==> src/rtl/instruction_encoder_pkg.sv <==
// -----------------------------------------------------------------------------
// instruction_encoder_pkg
// Shared definitions for the RISC-V instruction encoder: opcode constants,
// output-buffer state encodings and the opcode-to-format classifier.
// -----------------------------------------------------------------------------
package instruction_encoder_pkg;

    localparam logic [6:0] OPC_I_LOGIC = 7'h13;
    localparam logic [6:0] OPC_LOAD    = 7'h03;
    localparam logic [6:0] OPC_STORE   = 7'h23;
    localparam logic [6:0] OPC_BRANCH  = 7'h63;
    localparam logic [6:0] OPC_R       = 7'h33;
    localparam logic [6:0] OPC_LUI     = 7'h37;
    localparam logic [6:0] OPC_AUIPC   = 7'h17;

    // Output buffer occupancy states
    localparam logic [1:0] BUF_EMPTY = 2'd0;
    localparam logic [1:0] BUF_ONE   = 2'd1;
    localparam logic [1:0] BUF_TWO   = 2'd2;

    typedef enum logic [2:0] {
        FMT_I,
        FMT_S,
        FMT_B,
        FMT_R,
        FMT_U,
        FMT_BAD
    } fmt_e;

    function automatic fmt_e opcode_format(input logic [6:0] op);
        fmt_e f;
        case (op)
            OPC_I_LOGIC, OPC_LOAD: f = FMT_I;
            OPC_STORE:             f = FMT_S;
            OPC_BRANCH:            f = FMT_B;
            OPC_R:                 f = FMT_R;
            OPC_LUI, OPC_AUIPC:    f = FMT_U;
            default:               f = FMT_BAD;
        endcase
        return f;
    endfunction

endpackage

==> src/rtl/encoder_skid_buffer.sv <==
// -----------------------------------------------------------------------------
// encoder_skid_buffer
// Two-entry FIFO of {word, addr} with registered ready. The head entry drives
// the outputs directly, so a word pushed into an empty buffer is visible the
// cycle after the push edge.
// Ports:
//   clk, reset      clock, asynchronous active-high reset
//   clear_i         synchronous flush (wins over push and pop)
//   push_i          write word_i/addr_i (caller only pushes when ready_o=1)
//   ready_o         buffer not full
//   valid_o         head entry valid
//   ready_i         consumer takes the head entry
//   word_o, addr_o  head entry
// -----------------------------------------------------------------------------
module encoder_skid_buffer
    import instruction_encoder_pkg::*;
#(
    parameter int WORD_W     = 32,
    parameter int ADDR_WIDTH = 6,
    parameter int BASE_ADDR  = 0
) (
    input  logic                  clk,
    input  logic                  reset,
    input  logic                  clear_i,
    input  logic                  push_i,
    input  logic [WORD_W-1:0]     word_i,
    input  logic [ADDR_WIDTH-1:0] addr_i,
    output logic                  ready_o,
    output logic                  valid_o,
    input  logic                  ready_i,
    output logic [WORD_W-1:0]     word_o,
    output logic [ADDR_WIDTH-1:0] addr_o
);

    localparam logic [ADDR_WIDTH-1:0] BASE = ADDR_WIDTH'(BASE_ADDR);

    logic [1:0]            state_q,     state_d;
    logic [WORD_W-1:0]     head_word_q, head_word_d;
    logic [ADDR_WIDTH-1:0] head_addr_q, head_addr_d;
    logic [WORD_W-1:0]     tail_word_q, tail_word_d;
    logic [ADDR_WIDTH-1:0] tail_addr_q, tail_addr_d;
    logic                  push;
    logic                  pop;

    // Both flags come straight from the state register, never from ready_i
    assign valid_o = (state_q != BUF_EMPTY);
    assign ready_o = (state_q != BUF_TWO);
    assign word_o  = head_word_q;
    assign addr_o  = head_addr_q;

    assign push = push_i & ready_o;
    assign pop  = valid_o & ready_i;

    always_comb begin
        state_d     = state_q;
        head_word_d = head_word_q;
        head_addr_d = head_addr_q;
        tail_word_d = tail_word_q;
        tail_addr_d = tail_addr_q;
        if (clear_i) begin
            state_d     = BUF_EMPTY;
            head_addr_d = BASE;
        end else begin
            case (state_q)
                BUF_EMPTY: begin
                    if (push) begin
                        head_word_d = word_i;
                        head_addr_d = addr_i;
                        state_d     = BUF_ONE;
                    end
                end
                BUF_ONE: begin
                    if (push && pop) begin
                        // head leaves and the new word replaces it
                        head_word_d = word_i;
                        head_addr_d = addr_i;
                    end else if (push) begin
                        tail_word_d = word_i;
                        tail_addr_d = addr_i;
                        state_d     = BUF_TWO;
                    end else if (pop) begin
                        state_d = BUF_EMPTY;
                    end
                end
                BUF_TWO: begin
                    if (pop) begin
                        head_word_d = tail_word_q;
                        head_addr_d = tail_addr_q;
                        state_d     = BUF_ONE;
                    end
                end
                default: state_d = BUF_EMPTY;
            endcase
        end
    end

    always_ff @(posedge clk or posedge reset) begin
        if (reset) begin
            state_q     <= BUF_EMPTY;
            head_word_q <= '0;
            head_addr_q <= BASE;
        end else begin
            state_q     <= state_d;
            head_word_q <= head_word_d;
            head_addr_q <= head_addr_d;
        end
    end

    // The tail is only read in TWO, after it has been written, so it needs no reset
    always_ff @(posedge clk) begin
        tail_word_q <= tail_word_d;
        tail_addr_q <= tail_addr_d;
    end

endmodule

==> src/rtl/instruction_encoder.sv <==
// -----------------------------------------------------------------------------
// instruction_encoder
// Packs decoded fields (opcode, registers, funct fields, datapath-form
// immediate) into 32-bit RISC-V words, tags each with a sequential address and
// delivers them through a two-entry valid/ready buffer.
// Ports:
//   clk, reset           clock, asynchronous active-high reset
//   clear_i              flush buffer, reload address counter with BASE_ADDR
//   valid_i / ready_o    input handshake
//   op_i, rd_i, rs1_i, rs2_i, funct3_i, funct7_i, Immediate_i   fields
//   valid_o / ready_i    output handshake
//   Instruction_bus_o    encoded head word
//   addr_o               address tag of the head word
//   err_o                one-cycle pulse after an input is rejected
// Build option:
//   ENCODER_RANGE_CHECK_EN  reject immediates that would not round-trip
//                           through the immediate generator; otherwise the
//                           excess bits are truncated.
// -----------------------------------------------------------------------------
module instruction_encoder
    import instruction_encoder_pkg::*;
#(
    parameter int ADDR_WIDTH = 6,
    parameter int BASE_ADDR  = 0
) (
    input  logic                  clk,
    input  logic                  reset,
    input  logic                  clear_i,
    input  logic                  valid_i,
    output logic                  ready_o,
    input  logic [6:0]            op_i,
    input  logic [4:0]            rd_i,
    input  logic [4:0]            rs1_i,
    input  logic [4:0]            rs2_i,
    input  logic [2:0]            funct3_i,
    input  logic [6:0]            funct7_i,
    input  logic [31:0]           Immediate_i,
    output logic                  valid_o,
    input  logic                  ready_i,
    output logic [31:0]           Instruction_bus_o,
    output logic [ADDR_WIDTH-1:0] addr_o,
    output logic                  err_o
);

    localparam logic [ADDR_WIDTH-1:0] BASE = ADDR_WIDTH'(BASE_ADDR);

    fmt_e                  fmt;
    logic [31:0]           word;
    logic                  word_ok;
    logic                  range_ok;
    logic                  accept;
    logic                  push;
    logic [ADDR_WIDTH-1:0] addr_q, addr_d;
    logic                  err_q,  err_d;

    // Field packing; B-type Imm is already the offset divided by two
    always_comb begin
        fmt  = opcode_format(op_i);
        word = '0;
        case (fmt)
            FMT_I: word = {Immediate_i[11:0], rs1_i, funct3_i, rd_i, op_i};
            FMT_S: word = {Immediate_i[11:5], rs2_i, rs1_i, funct3_i,
                           Immediate_i[4:0], op_i};
            FMT_B: word = {Immediate_i[11], Immediate_i[9:4], rs2_i, rs1_i,
                           funct3_i, Immediate_i[3:0], Immediate_i[10], op_i};
            FMT_R: word = {funct7_i, rs2_i, rs1_i, funct3_i, rd_i, op_i};
            FMT_U: word = {Immediate_i[19:0], rd_i, op_i};
            default: word = '0;
        endcase
    end

`ifdef ENCODER_RANGE_CHECK_EN
    // Sign-extended fields need all bits above the field's top bit to match it
    always_comb begin
        case (fmt)
            FMT_I:        range_ok = (&Immediate_i[31:11]) | ~(|Immediate_i[31:11]);
            FMT_S, FMT_B: range_ok = ~(|Immediate_i[31:12]);
            FMT_U:        range_ok = (&Immediate_i[31:19]) | ~(|Immediate_i[31:19]);
            default:      range_ok = 1'b1;
        endcase
    end
`else
    logic unused_imm_hi;
    assign range_ok      = 1'b1;
    assign unused_imm_hi = ^Immediate_i[31:20];
`endif

    assign word_ok = (fmt != FMT_BAD) & range_ok;
    assign accept  = valid_i & ready_o & ~clear_i;
    assign push    = accept & word_ok;

    always_comb begin
        err_d  = accept & ~word_ok;
        addr_d = addr_q;
        if (clear_i) begin
            addr_d = BASE;
        end else if (push) begin
            addr_d = addr_q + 1'b1;
        end
    end

    always_ff @(posedge clk or posedge reset) begin
        if (reset) begin
            addr_q <= BASE;
            err_q  <= 1'b0;
        end else begin
            addr_q <= addr_d;
            err_q  <= err_d;
        end
    end

    assign err_o = err_q;

    encoder_skid_buffer #(
        .WORD_W    (32),
        .ADDR_WIDTH(ADDR_WIDTH),
        .BASE_ADDR (BASE_ADDR)
    ) u_buf (
        .clk    (clk),
        .reset  (reset),
        .clear_i(clear_i),
        .push_i (push),
        .word_i (word),
        .addr_i (addr_q),
        .ready_o(ready_o),
        .valid_o(valid_o),
        .ready_i(ready_i),
        .word_o (Instruction_bus_o),
        .addr_o (addr_o)
    );

endmodule

==> config.mk <==
export PLATFORM = sky130hd
export DESIGN_NAME = instruction_encoder
export DESIGN_NICKNAME = d
export VERILOG_FILES = /design/src/rtl/instruction_encoder_pkg.sv /design/src/rtl/encoder_skid_buffer.sv /design/src/rtl/instruction_encoder.sv
export SDC_FILE = /design/constraint.sdc
export NUM_CORES = 1
export LEC_CHECK = 0
export CORE_ASPECT_RATIO = 0.7
export CORE_MARGIN = 4
export CORE_UTILIZATION = 49
export DETAILED_ROUTE_END_ITERATION = 8
export GPL_ROUTABILITY_DRIVEN = 0
export PLACE_DENSITY_LB_ADDON = 0.05
export SETUP_SLACK_MARGIN = 0.15
export SYNTH_ARGS = -nofsm -noshare
export SYNTH_HDL_FRONTEND = slang
export SYNTH_SLANG_ARGS = --single-unit
==> constraint.sdc <==
create_clock -name clk -period 7.1 [get_ports clk]
set_input_delay 1.065 -clock clk [delete_from_list [all_inputs] [get_ports clk]]
set_output_delay 1.065 -clock clk [all_outputs]
set_load 0.05 [all_outputs]
==> impl_metrics.ini, run 1 <==
[run_status]
outcome = finished, final reports clean

[timing]
worst_slew_margin_rel = 0.301
final-max-slew-violation-count = 0
max_slew.worst_pin.slew_ns = 1.05
worst_clock_skew_ns = 0.00407
finalHoldViolCount = 0
final.period_utilization = 0.638
layout_min_cycle_time_ns = 4.53
timing.final.setup_violations = 0
grt_setup_unrepaired = no
max_freq_ghz = 0.221
timing.setup.tns_ns = 0

[worst_setup_path]
worstPathMaxFanout = 21
timing.setup.critical_path_class = in2reg
worstPathArrival_ns = 4.76
r2r_end = u_buf.word_o[20]$_DFFE_PP0P_
ff2ff_setup_slack_ns = 3.93
end_kind = flip-flop
reg2reg_from = u_buf.state_q[1]$_DFFE_PP0P_
worstSetupStartpointType = input pin
number_of_cells_on_the_worst_reg_to_reg_path = 6
timing.critical_path.required_ns = 7.33

[synthesis]
postSynthNetCount = 434
synth_seq_cells = 85
post_synth.cell_area_avg_um2 = 11.3
synth_area_um2 = 4130
synth_most_common_cell = dfrtp_1
netlist.area_leader.share = 0.285
synthArstFlopShare = 0.553
synth-main-ff-cell = dfrtp_1
post-synth-top-area-cell = dfrtp_1
synth_common_cells = dfrtp_1, edfxtp_1, nand2_1
yosys_warnings = 0
synth_cell_type_count = 50
syn-instance-count = 364
synth.area.top_cells = dfrtp_1, edfxtp_1, mux2i_1
synth-seq-area-share = 0.562
synth_enable_flop_cells = 38

[grt]
grt_overflow_total = 0
grt_pass1_wl_mm = 17.8
pin_count_of_the_biggest_net_entering_global_routing = 48
grt_antenna_before_repair = 0
global_route.usage.total = 0.227
via_count_of_the_first_global_routing_pass = 3332

[cts]
cts-root-to-sink-buffers = 2
ctsResizeCount = 0
cts_hold_buffers = 0
clk_latency_ns = 0.34
tritoncts_buffer_count = 9
cts.sinks = 85
clk_root_buffer_cell = clkbuf_16
clkTransAtPathRegs_ns = 0.06
cts.htree.levels = 3
cts_setup_buffers = 0
cts_tree = done

[floorplanning]
fp.dieH_um = 84.8
core.rowCount = 27
die_w_um = 118
initial_cell_density_of_the_core = 0.513
coreArea_um2 = 8040
floorplan.io_pins = 110
design.die.area_um2 = 9980

[worst_hold_path]
hp-class = reg2reg
min_delay_path_depth = 1
hold_end = u_buf.word_o[1]$_DFFE_PP0P_
holdCritStartpoint = u_buf.word_o[1]$_DFFE_PP0P_

[route]
wl_per_cell_um = 19.9
drt.antenna.violating_nets = 0
wl_mm = 11.1
drt-vias-per-instance = 5.90
routed_vias = 3280
drc_errors = 0
drt-initial-drc-count = 284
detail_route.first_pass.iterations = 5

[finish]
final_net_count = 520
antenna-diode-count = 0
layout_cell_share_with_drive_strength_beyond_1 = 0.0879
area_delta_synth_final_pct = 31.7
fin_area_um2 = 5430

[power]
net-switching-power_uw = 321
power-per-cell-area_nw_per_um2 = 222
irDropWorstVdd_mv = 0.198
leakagePower_uw = 0.00215
seq_pwr_share = 0.449
internal_power_uw = 884
power.share.switching = 0.266
power.share.clock = 0.386
power.combinational.fraction = 0.165

[place]
dp_hpwl_mm = 7.71
place_area_um2 = 5140
port-buffer-count = 97

[run]
max-cap-violations = 0
## cells by family (layout without fill, tap and decap cells)
group,after synthesis,count (layout),synth area share
AOI/OAI and AO/OA,96,96,0.167
xor gates and xnor gates,3,3,0.00637
adders and majority gates,1,1,0.00303
buffers and inverters,42,133,0.0452
DFF,85,85,0.562
muxes,30,30,0.0819
other,1,1,0.000909
and+or+nand+nor,106,106,0.134
## worst max path at each step
stage               slack, ns                        endpoint  startpoint  cells past startpoint
finish                   2.57    u_buf.word_o[20]$_DFFE_PP0P_     op_i[2]                      7
global route             2.35    u_buf.word_o[21]$_DFFE_PP0P_     op_i[2]                      7
floorplan                0.75  u_buf.tail_addr_q[0]$_DFFE_PP_     op_i[3]                      5
detailed placement       2.27    u_buf.word_o[22]$_DFFE_PP0P_     op_i[2]                      7
CTS                      2.63    u_buf.word_o[22]$_DFFE_PP0P_     op_i[2]                      7
global placement         2.29    u_buf.word_o[20]$_DFFE_PP0P_     op_i[2]                      7
## sequential cells by signal (all words and copies together) (netlist names)
name               count
addr_q                 6
err_o                  1
u_buf.addr_o           6
u_buf.state_q          2
u_buf.tail_addr_q      6
u_buf.tail_word_q     32
u_buf.word_o          32
## metal layers
metal | global-route usage | routed length [um] | vias up
met5 | 0 | 0 | -
met4 | 0.0479 | 65 | 0
met3 | 0.0754 | 775 | 7
met2 | 0.348 | 5070 | 117
met1 | 0.317 | 5150 | 1611
li1 | - | - | 1545
## layout by cell type (no fill, tap or decap), drive strengths merged, types with 4 or more instances in the layout
master          n
a22o            8
edfxtp         38
nand3          12
a21oi          12
nor2           19
clkdlybuf4s50  97
o22ai           5
o21ai          24
mux2i          12
and4b           4
o211ai          4
a222oi          5
a22oi           9
dfrtp          47
nand2b          7
a311oi          6
nand2          31
clkbuf         10
a211oi          4
nor3           14
nor2b           4
mux2           18
inv            14
a2bb2oi         8
a221o           4
buf             6
## area by class of cell
cell class | instances | area (um^2)
clock buffer | 10 | 229
clock inverter | 6 | 63.8
fill | 643 | 2610
inverter | 14 | 52.6
multi-input combinational | 237 | 1630
sequential | 85 | 2320
tap | 101 | 126
timing repair buffer | 103 | 1020
## per-stage QoR
step           hold WS [ns]  total power, uW  std cells  worst slack (ns)  utilization
2_1_floorplan         0.466              662        364             0.747            -
3_3_place_gp          0.470              747        540              2.29        0.639
3_5_place_dp          0.474              749        540              2.27        0.639
4_1_cts               0.496             1210        556              2.63        0.676
5_1_grt               0.510             1250        556              2.35        0.676
6_report              0.489             1210        556              2.57        0.676
## worst max-delay path, stage by stage
cell and delay, ns:
clkdlybuf4s50_1 0.64, nand4bb_1 0.67, a21oi_2 0.79, o21ai_1 0.16, buf_4 0.24, nand2_1 0.74
mux2_2 0.42
## power groups by stage
| stage | clock, uW | sequential (uW) | combinational [uW] |
|---|---|---|---|
| 6_report | 466 | 541 | 198 |
| 4_1_cts | 470 | 541 | 199 |
| 5_1_grt | 494 | 543 | 208 |
| 3_5_place_dp | 0 | 550 | 198 |
| 2_1_floorplan | 0 | 616 | 46.1 |
| 3_3_place_gp | 0 | 551 | 196 |
(Power assumes the default switching activity.)
==> inputs of run 2 (changes only) <==
- clock period: 7.1 -> 4.3 ns (I/O delays scaled with it)
==> impl_metrics.ini, run 2 (synthesis results as in run 1) <==
[run_status]
outcome = finished, final reports clean

[cts]
cts_hold_buffers = 0
cts-root-to-sink-buffers = 2
cts_setup_buffers = 0
ctsResizeCount = 0
cts.sinks = 85
clk_root_buffer_cell = clkbuf_16
tritoncts_buffer_count = 9
clk_latency_ns = 0.34
clkTransAtPathRegs_ns = 0.06
cts.htree.levels = 3
cts_tree = done

[finish]
layout_cell_share_with_drive_strength_beyond_1 = 0.0976
final_net_count = 526
fin_area_um2 = 5490
area_delta_synth_final_pct = 33.0
antenna-diode-count = 0
most_frequent_cells_in_the_layout = clkdlybuf4s50_1, dfrtp_1, edfxtp_1
multi_input_area_um2 = 1640
nFillCells = 619
register_cell_area_after_layout_um2 = 2320
layout_commonest_cell = clkdlybuf4s50_1

[grt]
use_met1 = 0.323
met2_track_usage_gr = 0.363
pin_count_of_the_biggest_net_entering_global_routing = 48
global_route.peak_usage_layer = met2
grt_overflow_total = 0
grt_pass1_wl_mm = 18.4
global_route.usage.total = 0.234
groute.layer.met3.usage = 0.0667
via_count_of_the_first_global_routing_pass = 3442
grt_antenna_before_repair = 0

[timing]
finalHoldViolCount = 0
max_slew.worst_pin.slew_ns = 1.04
worst_slew_margin_rel = 0.307
grt_setup_unrepaired = no
max_freq_ghz = 0.298
final-max-slew-violation-count = 0
timing.setup.tns_ns = 0
timing.final.setup_violations = 0
layout_min_cycle_time_ns = 3.36
worst_clock_skew_ns = 0.00416
final.period_utilization = 0.781
whs_ns = 0.492
worst_slack_ns = 0.943

[worst_setup_path]
timing.setup.critical_path_class = in2reg
worstPathArrival_ns = 3.61
cp_slowest_cell = clkdlybuf4s50_1
path_common_cell = buf_4
crit_chain = clkdlybuf4s50_1 -> nand4bb_1 -> nor2_1 -> o21ai_1 -> buf_4 -> nand2_1 -> buf_4 -> a2bb2oi_1
ff2ff_setup_slack_ns = 1.64
worstSetupStartpointType = input pin
critPathBufInv = 3
worstPathMaxFanout = 21
number_of_cells_on_the_worst_reg_to_reg_path = 8
crit_path_leading_delay_family = simple AND/OR/NAND/NOR gates
r2r_end = u_buf.word_o[19]$_DFFE_PP0P_
timing.critical_path.required_ns = 4.55
cpPeakStageDelay_ns = 0.61
end_kind = flip-flop
reg2reg_from = u_buf.state_q[1]$_DFFE_PP0P_

[floorplanning]
fp.dieH_um = 84.8
core.rowCount = 27
die_w_um = 118
initial_cell_density_of_the_core = 0.513
design.die.area_um2 = 9980
coreArea_um2 = 8040
floorplan.io_pins = 110

[route]
detail_route.first_pass.iterations = 5
wl_mm = 11.4
drt.antenna.violating_nets = 0
wl_per_cell_um = 20.4
drt-initial-drc-count = 266
drc_errors = 0
routed_vias = 3390
drt-vias-per-instance = 6.03

[place]
place_area_um2 = 5190
detailedPlace.worstSlack_ns = 0.619
port-buffer-count = 97
dp_hpwl_mm = 7.90

[power]
leakagePower_uw = 0.00218
power-per-cell-area_nw_per_um2 = 364
irDropWorstVdd_mv = 0.237
overall_power_after_layout_uw = 2000

[worst_hold_path]
holdCritStartpoint = u_buf.word_o[4]$_DFFE_PP0P_
hold_end = u_buf.word_o[4]$_DFFE_PP0P_
min_delay_path_depth = 1
hp-class = reg2reg

[run]
max-cap-violations = 0
-- run 2: how the worst max path moves through the flow --
stage | from | end | slack [ns] | cells past startpoint
finish | op_i[6] | u_buf.word_o[19]$_DFFE_PP0P_ | 0.94 | 8
global route | op_i[6] | u_buf.word_o[19]$_DFFE_PP0P_ | 0.71 | 8
CTS | op_i[6] | u_buf.word_o[19]$_DFFE_PP0P_ | 0.95 | 8
detailed placement | op_i[6] | u_buf.word_o[19]$_DFFE_PP0P_ | 0.62 | 8
global placement | op_i[6] | u_buf.word_o[22]$_DFFE_PP0P_ | 0.67 | 7
floorplan | op_i[3] | u_buf.tail_addr_q[0]$_DFFE_PP_ | 0.26 | 5
-- run 2: final cells by class --
type,instances,share of cell area
Clock buffer,12,0.0449
Tap cell,101,0.0230
Sequential cell,85,0.422
Inverter,14,0.00957
Clock inverter,4,0.00866
Multi-Input combinational cell,237,0.298
Timing Repair Buffer,109,0.193
-- run 2: power breakdown --
group          internal (uW)  switching [uW]
sequential               876            19.2
combinational            137             193
clock                    464             306
total                   1480             518
-- run 2: per-layer routing --
layer / vias to the layer above / routed length [um]
met1: 1680 / 5260
met4: 0 / 136
met3: 15 / 897
li1: 1550 / -
met2: 145 / 5150
met5: - / 0
-- run 2: worst register-to-register path, stage by stage, from the launching register on --
cell and delay (ns):
dfrtp_1 0.47, nor2b_1 0.16, buf_4 0.25, and2_1 0.35
nand2b_1 0.09, buf_4 0.22, nand2_1 0.55, buf_4 0.29
a2bb2oi_1 0.19
-- run 2: metrics by stage --
stage          instances   util
2_1_floorplan        364      -
3_3_place_gp         546  0.646
3_5_place_dp         546  0.646
4_1_cts              562  0.683
5_1_grt              562  0.683
6_report             562  0.683
==> inputs of run 3 (changes only) <==
- clock period: 4.3 -> 3.3 ns (I/O delays scaled with it)
==> impl_metrics.ini, run 3 (synthesis results as in run 1) <==
[cts]
clk_latency_ns = 0.34
cts_tree = done
cts.sinks = 85
tritoncts_buffer_count = 9
cts_hold_buffers = 0
ctsResizeCount = 0
clk_root_buffer_cell = clkbuf_16
cts.htree.levels = 3
cts_setup_buffers = 0
cts-root-to-sink-buffers = 2
clkTransAtPathRegs_ns = 0.06

[power]
overall_power_after_layout_uw = 2570
net-switching-power_uw = 666
internal_power_uw = 1900
power.share.clock = 0.378
power.combinational.fraction = 0.169
seq_pwr_share = 0.454
leakagePower_uw = 0.00221
power.share.switching = 0.259
power-per-cell-area_nw_per_um2 = 465
irDropWorstVdd_mv = 0.277

[worst_setup_path]
cp_slowest_cell = nor2b_1
crit_path_leading_delay_family = buffers and inverters
end_kind = primary output
worstPathMaxFanout = 25
path_common_cell = buf_4
timing.critical_path.required_ns = 2.80
critPathBufInv = 3
crit_chain = nor2b_1 -> buf_4 -> inv_2 -> buf_4
timing.setup.critical_path_class = reg2out
worstSetupStartpointType = flip-flop
ff2ff_setup_slack_ns = 0.70
worstPathArrival_ns = 2.12
cpPeakStageDelay_ns = 0.53

[timing]
finalHoldViolCount = 0
timing.setup.tns_ns = 0
worst_slew_margin_rel = 0.572
max_slew.worst_pin.slew_ns = 0.633
worst_clock_skew_ns = 0.00657
final.period_utilization = 0.794
max_freq_ghz = 0.382
final-max-slew-violation-count = 0
layout_min_cycle_time_ns = 2.62
grt_setup_unrepaired = no
timing.final.setup_violations = 0

[route]
drt-initial-drc-count = 274
wl_per_cell_um = 19.4
drt.antenna.violating_nets = 0
drt-vias-per-instance = 5.89
routed_vias = 3347
wl_mm = 11.0
detail_route.first_pass.iterations = 5
drc_errors = 0

[grt]
grt_pass1_wl_mm = 17.9
global_route.usage.total = 0.229
pin_count_of_the_biggest_net_entering_global_routing = 26
grt_antenna_before_repair = 0
via_count_of_the_first_global_routing_pass = 3337
grt_overflow_total = 0

[floorplanning]
initial_cell_density_of_the_core = 0.513
core.rowCount = 27
design.die.area_um2 = 9980
floorplan.io_pins = 110
fp.dieH_um = 84.8
die_w_um = 118
coreArea_um2 = 8040

[worst_hold_path]
hp-class = reg2reg

[place]
port-buffer-count = 97
dp_hpwl_mm = 7.93
place_area_um2 = 5240

[finish]
antenna-diode-count = 0
fin_area_um2 = 5530
most_frequent_cells_in_the_layout = clkdlybuf4s50_1, dfrtp_1, edfxtp_1
final_net_count = 532
area_delta_synth_final_pct = 34.0
fin_util = 0.688
layout_cell_share_with_drive_strength_beyond_1 = 0.109
layout_commonest_cell = clkdlybuf4s50_1

[run]
max-cap-violations = 0

[run_status]
outcome = finished, final reports clean
-- run 3: layout make-up --
| type | instances | area (um^2) |
|---|---|---|
| Fill cell | 625 | 2510 |
| Multi-Input combinational cell | 237 | 1640 |
| Clock inverter | 2 | 16.3 |
| Tap cell | 101 | 126 |
| Clock buffer | 14 | 275 |
| Inverter | 14 | 52.6 |
| Timing Repair Buffer | 115 | 1100 |
| Sequential cell | 85 | 2320 |
-- run 3: final timing paths --
kind	to	from	cells after the start
worst max-delay path	ready_o	u_buf.state_q[1]$_DFFE_PP0P_	4
worst min-delay path	u_buf.word_o[4]$_DFFE_PP0P_	u_buf.word_o[4]$_DFFE_PP0P_	1
worst max register to register	u_buf.word_o[23]$_DFFE_PP0P_	u_buf.state_q[1]$_DFFE_PP0P_	7
worst min register to register	u_buf.word_o[4]$_DFFE_PP0P_	u_buf.word_o[4]$_DFFE_PP0P_	1
max in group asynchronous	u_buf.addr_o[2]$_DFFE_PP0P_	reset	3
min in group asynchronous	u_buf.word_o[27]$_DFFE_PP0P_	reset	2
-- run 3: stage by stage --
step / setup WS, ns / instances / hold slack (ns)
finish: 0.681 / 568 / 0.499
global route: 0.442 / 568 / 0.514
CTS: 0.684 / 568 / 0.499
detailed placement: 0.484 / 552 / 0.474
global placement: 0.542 / 552 / 0.472
floorplan: 0.265 / 364 / 0.466
-- run 3: power by group through the flow --
stage,sequential [uW],combinational [uW],clock [uW]
after global routing,1170,456,1040
after floorplan,1320,99.7,0
after detailed placement,1180,433,0
after global placement,1180,430,0
final,1170,433,971
after CTS,1170,435,990
-- run 3: metal layers --
metal  wire, um  part of all wire  GRT usage  vias to the layer above
li1           -                 -          -                     1560
met1       4950              0.45      0.320                     1623
met2       5040              0.46      0.359                      156
met3        929             0.084     0.0613                        8
met4         92            0.0084     0.0564                        0
met5          0                 0          0                        -
